**src/rtl/pong_link_pkg.sv**
```systemverilog
// rtl/pong_link_pkg.sv - shared types, field layout and helpers for the pong inter-board link
package pong_link_pkg;

    typedef enum logic [1:0] {IDLE, SYNC, DATA, CSUM} link_state_t;

    localparam logic [7:0] SYNC_BYTE_DEFAULT = 8'hA5;
    localparam int PAYLOAD_BYTES = 6;
    localparam int PAYLOAD_W     = 8 * PAYLOAD_BYTES;

    // Field layout inside the 48-bit payload; the receive side unpacks with the same offsets.
    localparam int Y_PADDLE_W   = 10;
    localparam int X_BALL_W     = 11;
    localparam int Y_BALL_W     = 10;
    localparam int SCORE_W      = 4;
    localparam int STATE_W      = 2;
    localparam int Y_PADDLE_LSB = 38;
    localparam int X_BALL_LSB   = 27;
    localparam int Y_BALL_LSB   = 17;
    localparam int SCORE1_LSB   = 13;
    localparam int SCORE2_LSB   = 9;
    localparam int STATE_LSB    = 7;

    function automatic logic [PAYLOAD_W-1:0] pack_payload(
        input logic [Y_PADDLE_W-1:0] y_paddle,
        input logic [X_BALL_W-1:0]   x_ball,
        input logic [Y_BALL_W-1:0]   y_ball,
        input logic [SCORE_W-1:0]    score1,
        input logic [SCORE_W-1:0]    score2,
        input logic [STATE_W-1:0]    game_state
    );
        logic [PAYLOAD_W-1:0] p;
        p = '0;
        p[Y_PADDLE_LSB +: Y_PADDLE_W] = y_paddle;
        p[X_BALL_LSB   +: X_BALL_W]   = x_ball;
        p[Y_BALL_LSB   +: Y_BALL_W]   = y_ball;
        p[SCORE1_LSB   +: SCORE_W]    = score1;
        p[SCORE2_LSB   +: SCORE_W]    = score2;
        p[STATE_LSB    +: STATE_W]    = game_state;
        return p;
    endfunction

    // Byte 0 is the most significant payload byte.
    function automatic logic [7:0] payload_byte(
        input logic [PAYLOAD_W-1:0] p,
        input logic [2:0]           idx
    );
        logic [7:0] b;
        case (idx)
            3'd0:    b = p[47:40];
            3'd1:    b = p[39:32];
            3'd2:    b = p[31:24];
            3'd3:    b = p[23:16];
            3'd4:    b = p[15:8];
            3'd5:    b = p[7:0];
            default: b = 8'h00;
        endcase
        return b;
    endfunction

endpackage

```
**src/rtl/pong_link_tick_div.sv**
```systemverilog
// rtl/pong_link_tick_div.sv - frame tick divider with enable gating and drop detection
module pong_link_tick_div
    import pong_link_pkg::*;
#(
    parameter int TICK_DIV = 1
) (
    input  logic clk,
    input  logic rst,
    input  logic i_tick,
    input  logic i_enable,
    input  logic i_frame_busy,
    output logic o_start,
    output logic o_dropped
);

    localparam logic [7:0] LAST = 8'(TICK_DIV - 1);

    logic [7:0] r_div;
    logic       r_dropped;
    logic       w_sel;

    assign w_sel     = i_tick & i_enable & (r_div == LAST);
    assign o_start   = w_sel & ~i_frame_busy;
    assign o_dropped = r_dropped;

    // Divider only advances on enabled ticks, so it holds while the link is disabled.
    always_ff @(posedge clk or posedge rst) begin
        if (rst) begin
            r_div     <= 8'd0;
            r_dropped <= 1'b0;
        end else begin
            r_dropped <= w_sel & i_frame_busy;
            if (i_tick && i_enable) begin
                r_div <= (r_div == LAST) ? 8'd0 : r_div + 8'd1;
            end
        end
    end

endmodule

```
**src/rtl/pong_link_tx.sv**
```systemverilog
// rtl/pong_link_tx.sv - serialises a game-state snapshot into a framed byte stream
module pong_link_tx
    import pong_link_pkg::*;
#(
    parameter logic [7:0] SYNC_BYTE = SYNC_BYTE_DEFAULT,
    parameter int         TICK_DIV  = 1
) (
    input  logic        clk,
    input  logic        rst,
    input  logic        timing_tick,
    input  logic        enable,
    input  logic [9:0]  y_player1,
    input  logic [10:0] x_ball,
    input  logic [9:0]  y_ball,
    input  logic [3:0]  player1_score,
    input  logic [3:0]  player2_score,
    input  logic [1:0]  state,
    output logic [7:0]  tx_data,
    output logic        tx_valid,
    input  logic        tx_ready,
    output logic        busy,
    output logic        frame_dropped
);

    link_state_t          r_state, w_state_next;
    logic [2:0]           r_idx, w_idx_next;
    logic [7:0]           r_csum, w_csum_next;
    logic [PAYLOAD_W-1:0] r_payload, w_payload_next;
    logic [7:0]           r_tx_data, w_tx_data_next;
    logic                 r_tx_valid, w_tx_valid_next;
    logic                 r_busy, w_busy_next;
    logic                 w_start;
    logic                 w_xfer;
    logic [7:0]           w_csum_acc;

    pong_link_tick_div #(
        .TICK_DIV (TICK_DIV)
    ) u_tick_div (
        .clk          (clk),
        .rst          (rst),
        .i_tick       (timing_tick),
        .i_enable     (enable),
        .i_frame_busy (r_busy),
        .o_start      (w_start),
        .o_dropped    (frame_dropped)
    );

    assign w_xfer   = r_tx_valid & tx_ready;
    assign tx_data  = r_tx_data;
    assign tx_valid = r_tx_valid;
    assign busy     = r_busy;

    always_ff @(posedge clk or posedge rst) begin
        if (rst) begin
            r_state    <= IDLE;
            r_idx      <= 3'd0;
            r_csum     <= 8'd0;
            r_payload  <= '0;
            r_tx_data  <= 8'd0;
            r_tx_valid <= 1'b0;
            r_busy     <= 1'b0;
        end else begin
            r_state    <= w_state_next;
            r_idx      <= w_idx_next;
            r_csum     <= w_csum_next;
            r_payload  <= w_payload_next;
            r_tx_data  <= w_tx_data_next;
            r_tx_valid <= w_tx_valid_next;
            r_busy     <= w_busy_next;
        end
    end

    // Every state holds its presented byte until the handshake, then loads the next one.
    always_comb begin
        w_state_next    = r_state;
        w_idx_next      = r_idx;
        w_csum_next     = r_csum;
        w_payload_next  = r_payload;
        w_tx_data_next  = r_tx_data;
        w_tx_valid_next = r_tx_valid;
        w_busy_next     = r_busy;
        w_csum_acc      = r_csum ^ r_tx_data;
        case (r_state)
            IDLE: begin
                if (w_start) begin
                    w_state_next    = SYNC;
                    w_payload_next  = pack_payload(y_player1, x_ball, y_ball,
                                                   player1_score, player2_score, state);
                    w_idx_next      = 3'd0;
                    w_tx_data_next  = SYNC_BYTE;
                    w_tx_valid_next = 1'b1;
                    w_busy_next     = 1'b1;
                end
            end
            SYNC: begin
                if (w_xfer) begin
                    w_state_next   = DATA;
                    w_idx_next     = 3'd0;
                    w_tx_data_next = payload_byte(r_payload, 3'd0);
                end
            end
            DATA: begin
                if (w_xfer) begin
                    w_csum_next = w_csum_acc;
                    if (r_idx == 3'(PAYLOAD_BYTES - 1)) begin
                        w_state_next   = CSUM;
                        w_tx_data_next = w_csum_acc;
                    end else begin
                        w_idx_next     = r_idx + 3'd1;
                        w_tx_data_next = payload_byte(r_payload, r_idx + 3'd1);
                    end
                end
            end
            CSUM: begin
                if (w_xfer) begin
                    w_state_next    = IDLE;
                    w_csum_next     = 8'd0;
                    w_tx_data_next  = 8'd0;
                    w_tx_valid_next = 1'b0;
                    w_busy_next     = 1'b0;
                end
            end
            default: begin
                w_state_next = IDLE;
            end
        endcase
    end

endmodule

```
**config.mk**
```make
export PLATFORM = sky130hd
export DESIGN_NAME = pong_link_tx
export DESIGN_NICKNAME = d
export VERILOG_FILES = /design/src/rtl/pong_link_pkg.sv /design/src/rtl/pong_link_tick_div.sv /design/src/rtl/pong_link_tx.sv
export SDC_FILE = /design/constraint.sdc
export NUM_CORES = 1
export LEC_CHECK = 0
export CELL_PAD_IN_SITES_DETAIL_PLACEMENT = 0
export CELL_PAD_IN_SITES_GLOBAL_PLACEMENT = 1
export CORE_MARGIN = 4
export CORE_UTILIZATION = 41
export CTS_CLUSTER_DIAMETER = 50
export CTS_CLUSTER_SIZE = 20
export DETAILED_ROUTE_END_ITERATION = 10
export HOLD_SLACK_MARGIN = 0.1
export PLACE_DENSITY = 0.77
export SLEW_MARGIN = 20
export SYNTH_ARGS = -nofsm -noshare
export SYNTH_HDL_FRONTEND = slang
export SYNTH_SLANG_ARGS = --single-unit
```
**constraint.sdc**
```tcl
create_clock -name clk -period 5.52 [get_ports clk]
set_input_delay 1.104 -clock clk [delete_from_list [all_inputs] [get_ports clk]]
set_output_delay 1.104 -clock clk [all_outputs]
set_load 0.03 [all_outputs]
```
# After elaboration in Yosys (flattened, before gate mapping)
# Cells that the tools add are included.
[word_totals]
in_bits = 46
reg_bits = 72
out_inout_bits = 11
[classes]
reduce_logical = 13
add_sub_neg = 2
bitwise = 7
muxes = 24
n_eq_ne = 15
[op_table]
columns = ["op", "n"]
rows = [
  ["$mux 8", 7],
  ["$pmux 8 s6", 1],
  ["$pmux 8 s4", 1],
  ["$pmux 8 s2", 1],
  ["$mux 3", 4],
  ["$mux 2", 5],
  ["$ne 2x2->1 const B", 5],
  ["$reduce_and 5->1", 2],
  ["$eq 3x3->1 const B", 3],
  ["$pmux 3 s3", 1],
  ["$add 8x1->8 const B", 1],
  ["$logic_not 8->1", 1],
  ["$pmux 2 s4", 1],
  ["$xor 8x8->8", 1],
  ["$eq 3x2->1 const B", 2],
  ["$reduce_and 3->1", 2],
  ["$and 1x1->1", 5],
  ["$eq 2x2->1 const B", 2],
  ["$reduce_and 4->1", 1],
  ["$reduce_bool 2->1", 2],
  ["$add 3x1->3 const B", 1],
  ["$eq 3x1->1 const B", 1],
  ["$logic_not 3->1", 1],
  ["$reduce_bool 3->1", 1],
  ["other kinds (8)", 9],
]

# Longest topological paths before layout
# Gate-level depths: netlist of run 1.
[depth]
depth_word = 6
depth_mapped = 8
depth_no_buf = 6

# Hierarchy
# Synthesis of run 1 repeated with hierarchy kept, for this count alone.
[hier_totals]
cells_unflattened = 327
hier_area_um2 = 3728.6
[modules_own_cells]
columns = ["module", "area_each_um2", "cells_per_inst", "n_inst"]
rows = [
  ["pong_link_tx", 3270.6, 285, 1],
  ["pong_link_tick_div", 457.9, 42, 1],
]

# Worst setup path after synthesis of run 1
# No wires, ideal clock.
[synth_timing]
path_type = "input-to-reg"
startpoint = "input enable"
endpoint = "register r_state[1]"
t_arrival_ns = 2.178
t_required_ns = 5.395
cell_stages = 4
slack_ns = 3.218
setup_ns = 0.125
path_buffers = 0
path_cell_list = "and3b_1 -> a31oi_1 -> a211oi_1 -> mux2_2"
[synth_via]
elab_chain_cells = 5
[synth_rtl]
columns = ["element", "line_no", "source"]
rows = [
  ["from (decl)", "pong_link_tx.sv:11", "input logic enable,"],
  ["$and 1x1->1 (2 in a row)", "pong_link_tick_div.sv:22", "assign w_sel = i_tick & i_enable & (r_div == LAST);"],
  ["$and 1x1->1", "pong_link_tick_div.sv:23", "assign o_start = w_sel & ~i_frame_busy;"],
  ["$ne 2x1->1 (no line)", "-", ""],
  ["$reduce_and 5->1 (no line)", "-", ""],
  ["to (signal assigned)", "pong_link_tx.sv:63", "r_state <= w_state_next;"],
  ["to (decl)", "pong_link_tx.sv:25", "link_state_t r_state, w_state_next;"],
]
# Every way passes these cells.
# A chain may end at the register's enable or synchronous reset.

# Final worst setup path of run 1
[layout_timing]
startpoint = "input timing_tick"
endpoint = "register r_payload[36]"
[layout_via]
elab_chain_cells = 4
[layout_rtl]
columns = ["element", "line_no", "source"]
rows = [
  ["from (decl)", "pong_link_tx.sv:10", "input logic timing_tick,"],
  ["$and 1x1->1 (2 in a row)", "pong_link_tick_div.sv:22", ""],
  ["$and 1x1->1", "pong_link_tick_div.sv:23", ""],
  ["$reduce_and 2->1 (no line)", "-", ""],
  ["to (signal assigned)", "pong_link_tx.sv:66", "r_payload <= w_payload_next;"],
  ["to (decl)", "pong_link_tx.sv:28", "logic [PAYLOAD_W-1:0] r_payload, w_payload_next;"],
]
# Every way passes these cells.

==> results_dict.tcl, run 1 <==
set metrics [dict create \
    cts_tree "built" \
    power.density_nw_per_um2 485.0 \
    synth-edff-count 0 \
    syn_area_um2 3847 \
    leakagePower_nw 2.183 \
    cts.clk_slew.worst_paths_ns 0.08 \
    synth-seq-area-share 0.4683 \
    yosysWarnings 0 \
    layout.cells.non_filler 499 \
    cts-resized-gates 0 \
    viasPerCell 5.403 \
    ys.flop_type "dfrtp_1" \
    grt-ovfl-total 0 \
    tightest_slew_ns 0.8243 \
    synthTopCellsByCount "dfrtp_1, mux2_4, nand2_1, nor2_1, o21ai_0" \
    place_area_um2 4447 \
    fp.dieH_um 104.9 \
    final_area_um2 4629 \
    remaining_drc_errors 0 \
    synth_most_common_cell "dfrtp_1" \
    required_ns 5.76 \
    worstPathMaxFanout 41 \
    syn_inst 333 \
    rsz0062_at_grt "no" \
    async_flop_share 1.000 \
    peakVddDrop_v 0.0001769 \
    min_period_over_period 0.5091 \
    grt_pass1_vias 2837 \
    hold_buffers 0 \
    ys_top_cells_by_area "dfrtp_1, mux2_4, ha_1" \
    setup_viol 0 \
    end_kind "flip-flop" \
    period_minus_slack_ns 2.810 \
    synth_cell_types 47 \
    yosysTopAreaCellShare 0.4683 \
    die_x_um 104.9 \
    io_buffers 56 \
    drv_slew 0 \
    slew_headroom 0.4486 \
    rr_startpoint "u_tick_div.r_div[0]$_DFFE_PP0P_" \
    n_antenna_cell 0 \
    critPathArrivalTime_ns 3.05 \
    clkLatencyLatePin_ns 0.36 \
    drive_gt1_frac 0.1753 \
    pin_count 57 \
    path_class "in2reg" \
    maxCapViolCount 0 \
    cts_buffers 9 \
    totalWireLength_um 8338 \
    fmax_mhz 355.8 \
    clock-sinks 72 \
    area_growth_pct 20.33 \
    dpl.hpwl_um 6131 \
    min-delay-start "r_csum[5]$_DFFE_PP0P_" \
    htree_levels 3 \
    cp-start-kind "primary input" \
    grt_max_degree 42 \
    setup_tns_ns 0 \
    grt_usage 0.1611 \
    postSynthAreaPerCell_um2 11.55 \
    via_count 2696 \
    finalHoldViolCount 0 \
    ys_seq_elements 72 \
    cp_cell_sequence "clkdlybuf4s50_1 > and3b_1 > nand3_4 > mux2_4" \
    run_status "finished, final reports clean" \
    drtIter0Drc 161 \
    hold_path.class "reg2reg" \
    final_antenna_net_count 0 \
    synth_nets 391 \
    yosys.area.top_type "dfrtp_1" \
    avgRoutedWirePerCell_um 16.71 \
    firstDrtPassIters 7 \
    core-area_um2 9196 \
    antenna_found_initial 0 \
    slowest_delay_ns 0.61 \
    grt_pass1_wl_um 14300 \
    initial_core_util 0.4184 \
    cp_num_buf_inv 1 \
    critPathLaunch "timing_tick" \
    dieArea_um2 11000 \
    clockBufferDepth 2 \
    rows 35 \
    post_cts.repair.setup_buffers 0 \
    gp_congestion 0.7699 \
    cts_root_buffer "clkbuf_8" \
    nNetsFinal 441 \
    cpLargestDelayFamily "simple AND/OR/NAND/NOR gates" \
    fin_skew_ns 0.01112 \
    place_inst 483 \
    slowest_stage "nand3_4" \
]
## power breakdown
part / switching (mW) / internal [mW] / total, mW
combinational: 0.402 / 0.498 / 0.901
clock: 0.222 / 0.171 / 0.393
sequential: 0.199 / 0.752 / 0.952
total: 0.824 / 1.42 / 2.25
## worst reg2reg max path: cells and delay by family (launching register included)
kind | cells | cell delay [ns]
mux | 1 | 0.57
flops | 1 | 0.43
fa+ha+maj | 1 | 0.16
buf+inv | 1 | 0.07
simple gates | 3 | 1.34
## registers in the layout, indices dropped and copies added (netlist names)
| signal | cells |
|---|---|
| r_payload | 41 |
| r_csum | 8 |
| tx_data | 8 |
| u_tick_div.r_div | 8 |
| r_idx | 3 |
| r_state | 2 |
| busy | 1 |
| u_tick_div.o_dropped | 1 |
## cell type report
class,count,area (µm²)
clock buffers,9,123.9
clock inverters,7,58.81
fillers,841,4567
inverters,14,52.55
multi-input cells,229,1886
flip-flops and latches,72,1802
well taps,111,138.9
repair buffers,57,568.0
## per-layer routing
layer	global-route usage	up-vias	part of all wire
met5	0	-	0
met4	0.05998	0	0.016
met3	0.03397	8	0.051
met2	0.2452	69	0.44
met1	0.2261	1310	0.49
li1	-	1309	-
## cell usage in the layout, fill, tap and decap left out, types with 2 or more instances in the layout
master,count
a21oi_1,7
a221oi_1,3
a222oi_1,8
a22o_1,4
a2bb2oi_1,3
a31oi_1,2
a32o_1,4
and2_0,2
and3_1,4
clkbuf_8,9
clkdlybuf4s50_1,56
clkinvlp_4,2
dfrtp_1,72
ha_1,12
inv_1,13
inv_6,5
mux2_2,8
mux2_4,40
mux2i_1,3
nand2_1,28
nand3_1,3
nand4_1,3
nor2_1,28
nor3_1,5
o2111ai_1,3
o211ai_1,5
o21ai_0,22
o31ai_1,6
xnor2_1,2
xor2_1,8
## kinds of logic after synthesis
kind of cell,Yosys count,share of synthesized area
xor gates and xnor gates,10,0.02277
adders and majority gates,12,0.03902
buffers and inverters,32,0.04162
muxes,51,0.1873
DFF,72,0.4683
and+or+nand+nor,81,0.1018
AOI/OAI and AO/OA,75,0.1392
## stage by stage
| stage | power [mW] | worst slack (ns) | hold WS [ns] | util |
|---|---|---|---|---|
| 2_1_floorplan | 1.591 | 2.591 | 0.4698 | - |
| 3_3_place_gp | 1.828 | 2.356 | 0.4883 | 0.4835 |
| 3_5_place_dp | 1.861 | 2.326 | 0.4960 | 0.4835 |
| 4_1_cts | 2.259 | 2.700 | 0.5189 | 0.5034 |
| 5_1_grt | 2.405 | 2.586 | 0.5436 | 0.5034 |
| 6_report | 2.245 | 2.710 | 0.5078 | 0.5034 |
## worst paths after layout
path | slack [ns] | cells past startpoint | to
min in group asynchronous | 1.17 | 2 | u_tick_div.r_div[7]$_DFFE_PP0P_
min reg2reg | 0.51 | 1 | r_csum[5]$_DFFE_PP0P_
max | 2.71 | 4 | r_payload[36]$_DFFE_PP0P_
max in group asynchronous | 3.40 | 3 | r_payload[16]$_DFFE_PP0P_
max reg2reg | 2.83 | 6 | r_payload[36]$_DFFE_PP0P_
min | 0.51 | 1 | r_csum[5]$_DFFE_PP0P_
Note: power is estimated with default switching activity, not from simulation.
==> inputs of run 2 (changes only) <==
--- a/config.mk
+++ b/config.mk
@@ -8,7 +8,7 @@
 export CELL_PAD_IN_SITES_DETAIL_PLACEMENT = 0
 export CELL_PAD_IN_SITES_GLOBAL_PLACEMENT = 1
 export CORE_MARGIN = 4
-export CORE_UTILIZATION = 41
+export CORE_UTILIZATION = 39
 export CTS_CLUSTER_DIAMETER = 50
 export CTS_CLUSTER_SIZE = 20
 export DETAILED_ROUTE_END_ITERATION = 10
==> constraint.sdc (replaced) <==
create_clock -name clk -period 2.3 [get_ports clk]
set_input_delay 0.46 -clock clk [delete_from_list [all_inputs] [get_ports clk]]
set_output_delay 0.46 -clock clk [all_outputs]
set_load 0.03 [all_outputs]
==> results_dict.tcl, run 2 (synthesized netlist as in run 1, its figures left out) <==
set metrics [dict create \
    firstDrtPassIters 7 \
    viasPerCell 5.173 \
    largest_reg_flops 41 \
    clockBufferDepth 2 \
    htree_levels 3 \
    drive_gt1_frac 0.2015 \
    hold_path.class "in2async" \
    end_kind "flip-flop" \
    layout.cells.non_filler 531 \
    dieArea_um2 11520 \
    place_inst 515 \
    die_x_um 107.3 \
    min_period_over_period 0.8995 \
    via_count 2747 \
    required_ns 2.53 \
    grt_usage 0.1521 \
    slew_headroom 0.6540 \
    regMostFlops "r_payload" \
    power.density_nw_per_um2 1181 \
    clkLatencyLatePin_ns 0.35 \
    cts_root_buffer "clkbuf_8" \
    fill_cells 844 \
    gp_congestion 0.8169 \
    final_cell_mix "dfrtp_1, clkdlybuf4s50_1, mux2_4, nand2_1, nor2_1" \
    maxCapViolCount 0 \
    fin_skew_ns 0.01239 \
    drv_slew 0 \
    drtIter0Drc 118 \
    period_minus_slack_ns 2.069 \
    totalWireLength_um 8364 \
    peakVddDrop_v 0.0003868 \
    remaining_drc_errors 0 \
    fmax_mhz 483.4 \
    antenna_found_initial 0 \
    clock-sinks 72 \
    avgRoutedWirePerCell_um 15.75 \
    cts_buffers 9 \
    cts_tree "built" \
    setup_viol 0 \
    rows 35 \
    io_buffers 56 \
    nNetsFinal 455 \
    cts-resized-gates 0 \
    worstPathMaxFanout 11 \
    tightest_slew_ns 0.5153 \
    area_growth_pct 25.14 \
    utilization 0.5114 \
    leakagePower_nw 2.288 \
    finalHoldViolCount 0 \
    grt-ovfl-total 0 \
    post_cts.repair.setup_buffers 0 \
    fp.dieH_um 107.3 \
    n_antenna_cell 0 \
    pin_count 57 \
    multi_input_area_um2 1886 \
    path_class "reg2reg" \
    cts.clk_slew.worst_paths_ns 0.09 \
    initial_core_util 0.4086 \
    setup_tns_ns 0 \
    grt_pass1_wl_um 13940 \
    rsz0062_at_grt "no" \
    run_status "finished, final reports clean" \
    grt_max_degree 42 \
    hold_buffers 0 \
    cp-start-kind "flip-flop" \
    final_antenna_net_count 0 \
    grt_pass1_vias 2790 \
    seq_area_um2 1802 \
    dpl.hpwl_um 6110 \
    core-area_um2 9415 \
    final_common_cell "dfrtp_1" \
    critPathArrivalTime_ns 2.30 \
]
[run 2: cell type report]
class                           instances  area share
Tap cell                              129     0.03352
Timing Repair Buffer                   71      0.1424
Clock inverter                          5     0.01793
Sequential cell                        72      0.3742
Multi-Input combinational cell        229      0.3916
Inverter                               14     0.01091
Clock buffer                           11     0.02937
[run 2: per-stage QoR]
stage / hold slack [ns] / total power, mW / worst slack (ns) / cell area (µm²)
after floorplan: 0.4698 / 3.819 / 0.01508 / 3847
final: 0.5079 / 5.685 / 0.2312 / 4815
after global routing: 0.5259 / 6.063 / 0.01894 / 4815
after CTS: 0.5197 / 5.722 / 0.2096 / 4815
after global placement: 0.4858 / 4.473 / 0.1285 / 4587
after detailed placement: 0.4960 / 4.546 / 0.08989 / 4587
[run 2: path summary, 6_finish.rpt]
path,end,slack [ns],cells past startpoint,startpoint
min reg2reg,r_payload[14]$_DFFE_PP0P_,0.51,1,r_payload[14]$_DFFE_PP0P_
max,tx_data[7]$_DFFE_PP0P_,0.23,6,r_idx[0]$_DFFE_PP0P_
min,u_tick_div.r_div[6]$_DFFE_PP0P_,0.51,3,rst
max in group asynchronous,tx_data[6]$_DFFE_PP0P_,1.37,3,rst
min in group clk,r_payload[14]$_DFFE_PP0P_,0.51,1,r_payload[14]$_DFFE_PP0P_
max reg2reg,tx_data[7]$_DFFE_PP0P_,0.23,6,r_idx[0]$_DFFE_PP0P_
[run 2: critical path: stages, from the launching register on]
cell	delay, ns
dfrtp_1	0.41
inv_1	0.10
ha_1	0.37
a222oi_1	0.38
a21boi_0	0.30
o31ai_1	0.13
mux2_2	0.27
[run 2: layer usage]
layer | part of all wire | up-vias | wire (µm) | GRT usage
met5 | 0 | - | 0 | 0
met4 | 0.025 | 0 | 211 | 0.06484
met3 | 0.050 | 18 | 417 | 0.03599
met2 | 0.44 | 73 | 3672 | 0.2176
met1 | 0.49 | 1321 | 4063 | 0.2188
li1 | - | 1335 | - | -
[run 2: power breakdown]
group	internal [mW]	switching, mW	total (mW)
Sequential	1.81	0.474	2.28
Clock	0.653	0.501	1.15
Combinational	1.26	0.988	2.25
Total	3.72	1.96	5.68
==> inputs of run 3 (changes only) <==
--- a/config.mk
+++ b/config.mk
@@ -8,11 +8,12 @@
 export CELL_PAD_IN_SITES_DETAIL_PLACEMENT = 0
 export CELL_PAD_IN_SITES_GLOBAL_PLACEMENT = 1
 export CORE_MARGIN = 4
-export CORE_UTILIZATION = 39
+export CORE_UTILIZATION = 41
 export CTS_CLUSTER_DIAMETER = 50
 export CTS_CLUSTER_SIZE = 20
 export DETAILED_ROUTE_END_ITERATION = 10
 export HOLD_SLACK_MARGIN = 0.1
+export MAX_ROUTING_LAYER = met4
 export PLACE_DENSITY = 0.77
 export SLEW_MARGIN = 20
 export SYNTH_ARGS = -nofsm -noshare
==> constraint.sdc (replaced) <==
create_clock -name clk -period 2.15 [get_ports clk]
set_input_delay 0.43 -clock clk [delete_from_list [all_inputs] [get_ports clk]]
set_output_delay 0.43 -clock clk [all_outputs]
set_load 0.03 [all_outputs]
==> results_dict.tcl, run 3 (synthesized netlist as in run 1, its figures left out) <==
set metrics [dict create \
    final_cell_mix "dfrtp_1, clkdlybuf4s50_1, mux2_4, nand2_1, nor2_1" \
    place_area_um2 4623 \
    leakagePower_nw 2.286 \
    dieArea_um2 11000 \
    gp_congestion 0.7546 \
    min_period_over_period 0.9337 \
    fmax_mhz 498.2 \
    slowest_stage "dfrtp_1" \
    utilization 0.5229 \
    hold_ws_ns 0.5073 \
    nNetsFinal 459 \
    drive_gt1_frac 0.2118 \
    pin_count 57 \
    rsz0062_at_grt "no" \
    grt_pass1_wl_um 13670 \
    peakVddDrop_v 0.0003972 \
    antenna_found_initial 0 \
    final_common_cell "dfrtp_1" \
    io_buffers 56 \
    required_ns 2.39 \
    grt_max_degree 73 \
    cts.clk_slew.worst_paths_ns 0.09 \
    totalWireLength_um 8229 \
    largest_reg_flops 41 \
    final.setup.worst_slack_ns 0.1426 \
    place_inst 501 \
    area_growth_pct 24.98 \
    grt_pass1_vias 2711 \
    core-area_um2 9196 \
    final_antenna_net_count 0 \
    initial_core_util 0.4184 \
    dp_slack_ns 0.03615 \
    clkLatencyLatePin_ns 0.36 \
    htree_levels 3 \
    n_antenna_cell 0 \
    slew_headroom 0.6523 \
    slowest_delay_ns 0.44 \
    viasPerCell 5.344 \
    avgRoutedWirePerCell_um 15.92 \
    critPathArrivalTime_ns 2.24 \
    cts_tree "built" \
    setup_viol 0 \
    final_area_um2 4808 \
    finalHoldViolCount 0 \
    run_status "finished, final reports clean" \
    dpl.hpwl_um 6157 \
    via_count 2763 \
    tightest_slew_ns 0.5161 \
    setup_tns_ns 0 \
    end_kind "flip-flop" \
    die_x_um 104.9 \
    cp-start-kind "flip-flop" \
    rr_startpoint "r_state[1]$_DFFE_PP0P_" \
    worstPathMaxFanout 5 \
    clockBufferDepth 2 \
    power.density_nw_per_um2 1232 \
    rrSetupSlack_ns 0.14 \
    clock-sinks 72 \
    drtIter0Drc 168 \
    maxCapViolCount 0 \
    grt_usage 0.1585 \
    rows 35 \
    grt-ovfl-total 0 \
    drv_slew 0 \
    cp_cell_sequence "inv_1 > ha_1 > nor3_1 > nor2_1 > a211oi_1 > mux2_2" \
    fin_skew_ns 0.01474 \
    p_total_mw 5.925 \
    timing.rr.end "r_state[1]$_DFFE_PP0P_" \
    r2r_cells 6 \
    regMostFlops "r_payload" \
    layout.cells.non_filler 517 \
    remaining_drc_errors 0 \
    hold_path.class "in2async" \
    path_class "reg2reg" \
    period_minus_slack_ns 2.007 \
    cts_buffers 9 \
    cts_root_buffer "clkbuf_8" \
    fp.dieH_um 104.9 \
    firstDrtPassIters 4 \
]
==> run 3: changes by cell type in the layout (fill, tap and decap cells not counted), moves of 2 or more <==
| cell | before | now |
|---|---|---|
| buf_12 | 1 | 3 |
| clkinvlp_4 | 0 | 3 |
| bufinv_16 | 2 | 0 |
| buf_4 | 14 | 16 |
==> run 3: worst max-delay path by stage <==
| stage | startpoint | to | slack [ns] | cells after the start |
|---|---|---|---|---|
| after CTS | busy$_DFFE_PP0P_ | tx_valid | 0.14 | 1 |
| final | r_state[1]$_DFFE_PP0P_ | r_state[1]$_DFFE_PP0P_ | 0.14 | 6 |
| after global placement | enable | r_state[1]$_DFFE_PP0P_ | 0.08 | 5 |
| after global routing | r_state[1]$_DFFE_PP0P_ | r_state[1]$_DFFE_PP0P_ | 0.0007 | 6 |
| after floorplan | r_idx[0]$_DFFE_PP0P_ | tx_data[1]$_DFFE_PP0P_ | 0.31 | 6 |
| after detailed placement | enable | r_state[1]$_DFFE_PP0P_ | 0.04 | 5 |
==> run 3: timing repair <==
action / in CTS / in global routing
setup buffers: 0 / 0
gates resized for setup: 0 / 1
hold buffers: 0 / 0
setup endpoints to repair: 0 / 1
==> run 3: per-layer routing <==
metal	GRT usage	vias to the layer above	share of wire
met5	-	-	0
met4	0.05811	0	0.015
met3	0.03088	9	0.049
met2	0.2227	77	0.44
met1	0.2274	1331	0.50
li1	-	1346	-
==> run 3: final cells by class <==
type | instances | area, µm²
clock buffer | 9 | 123.9
clock inverter | 7 | 61.31
fill | 835 | 4388
inverter | 14 | 56.30
multi-input combinational | 229 | 1886
sequential | 72 | 1802
tap | 111 | 138.9
timing repair buffer | 75 | 740.7
==> run 3: power by group <==
group | switching, mW | total [mW] | internal (mW)
clock network | 0.570 | 1.01 | 0.442
registers | 0.526 | 2.46 | 1.93
logic | 1.06 | 2.45 | 1.39
==> run 3: worst max-delay path, delay by kind of cell, from the launching register on <==
family	cells	cell delay, ns
flops	1	0.44
compound gates	1	0.31
buf+inv	1	0.08
mux	1	0.39
fa+ha+maj	1	0.21
simple gates	2	0.46
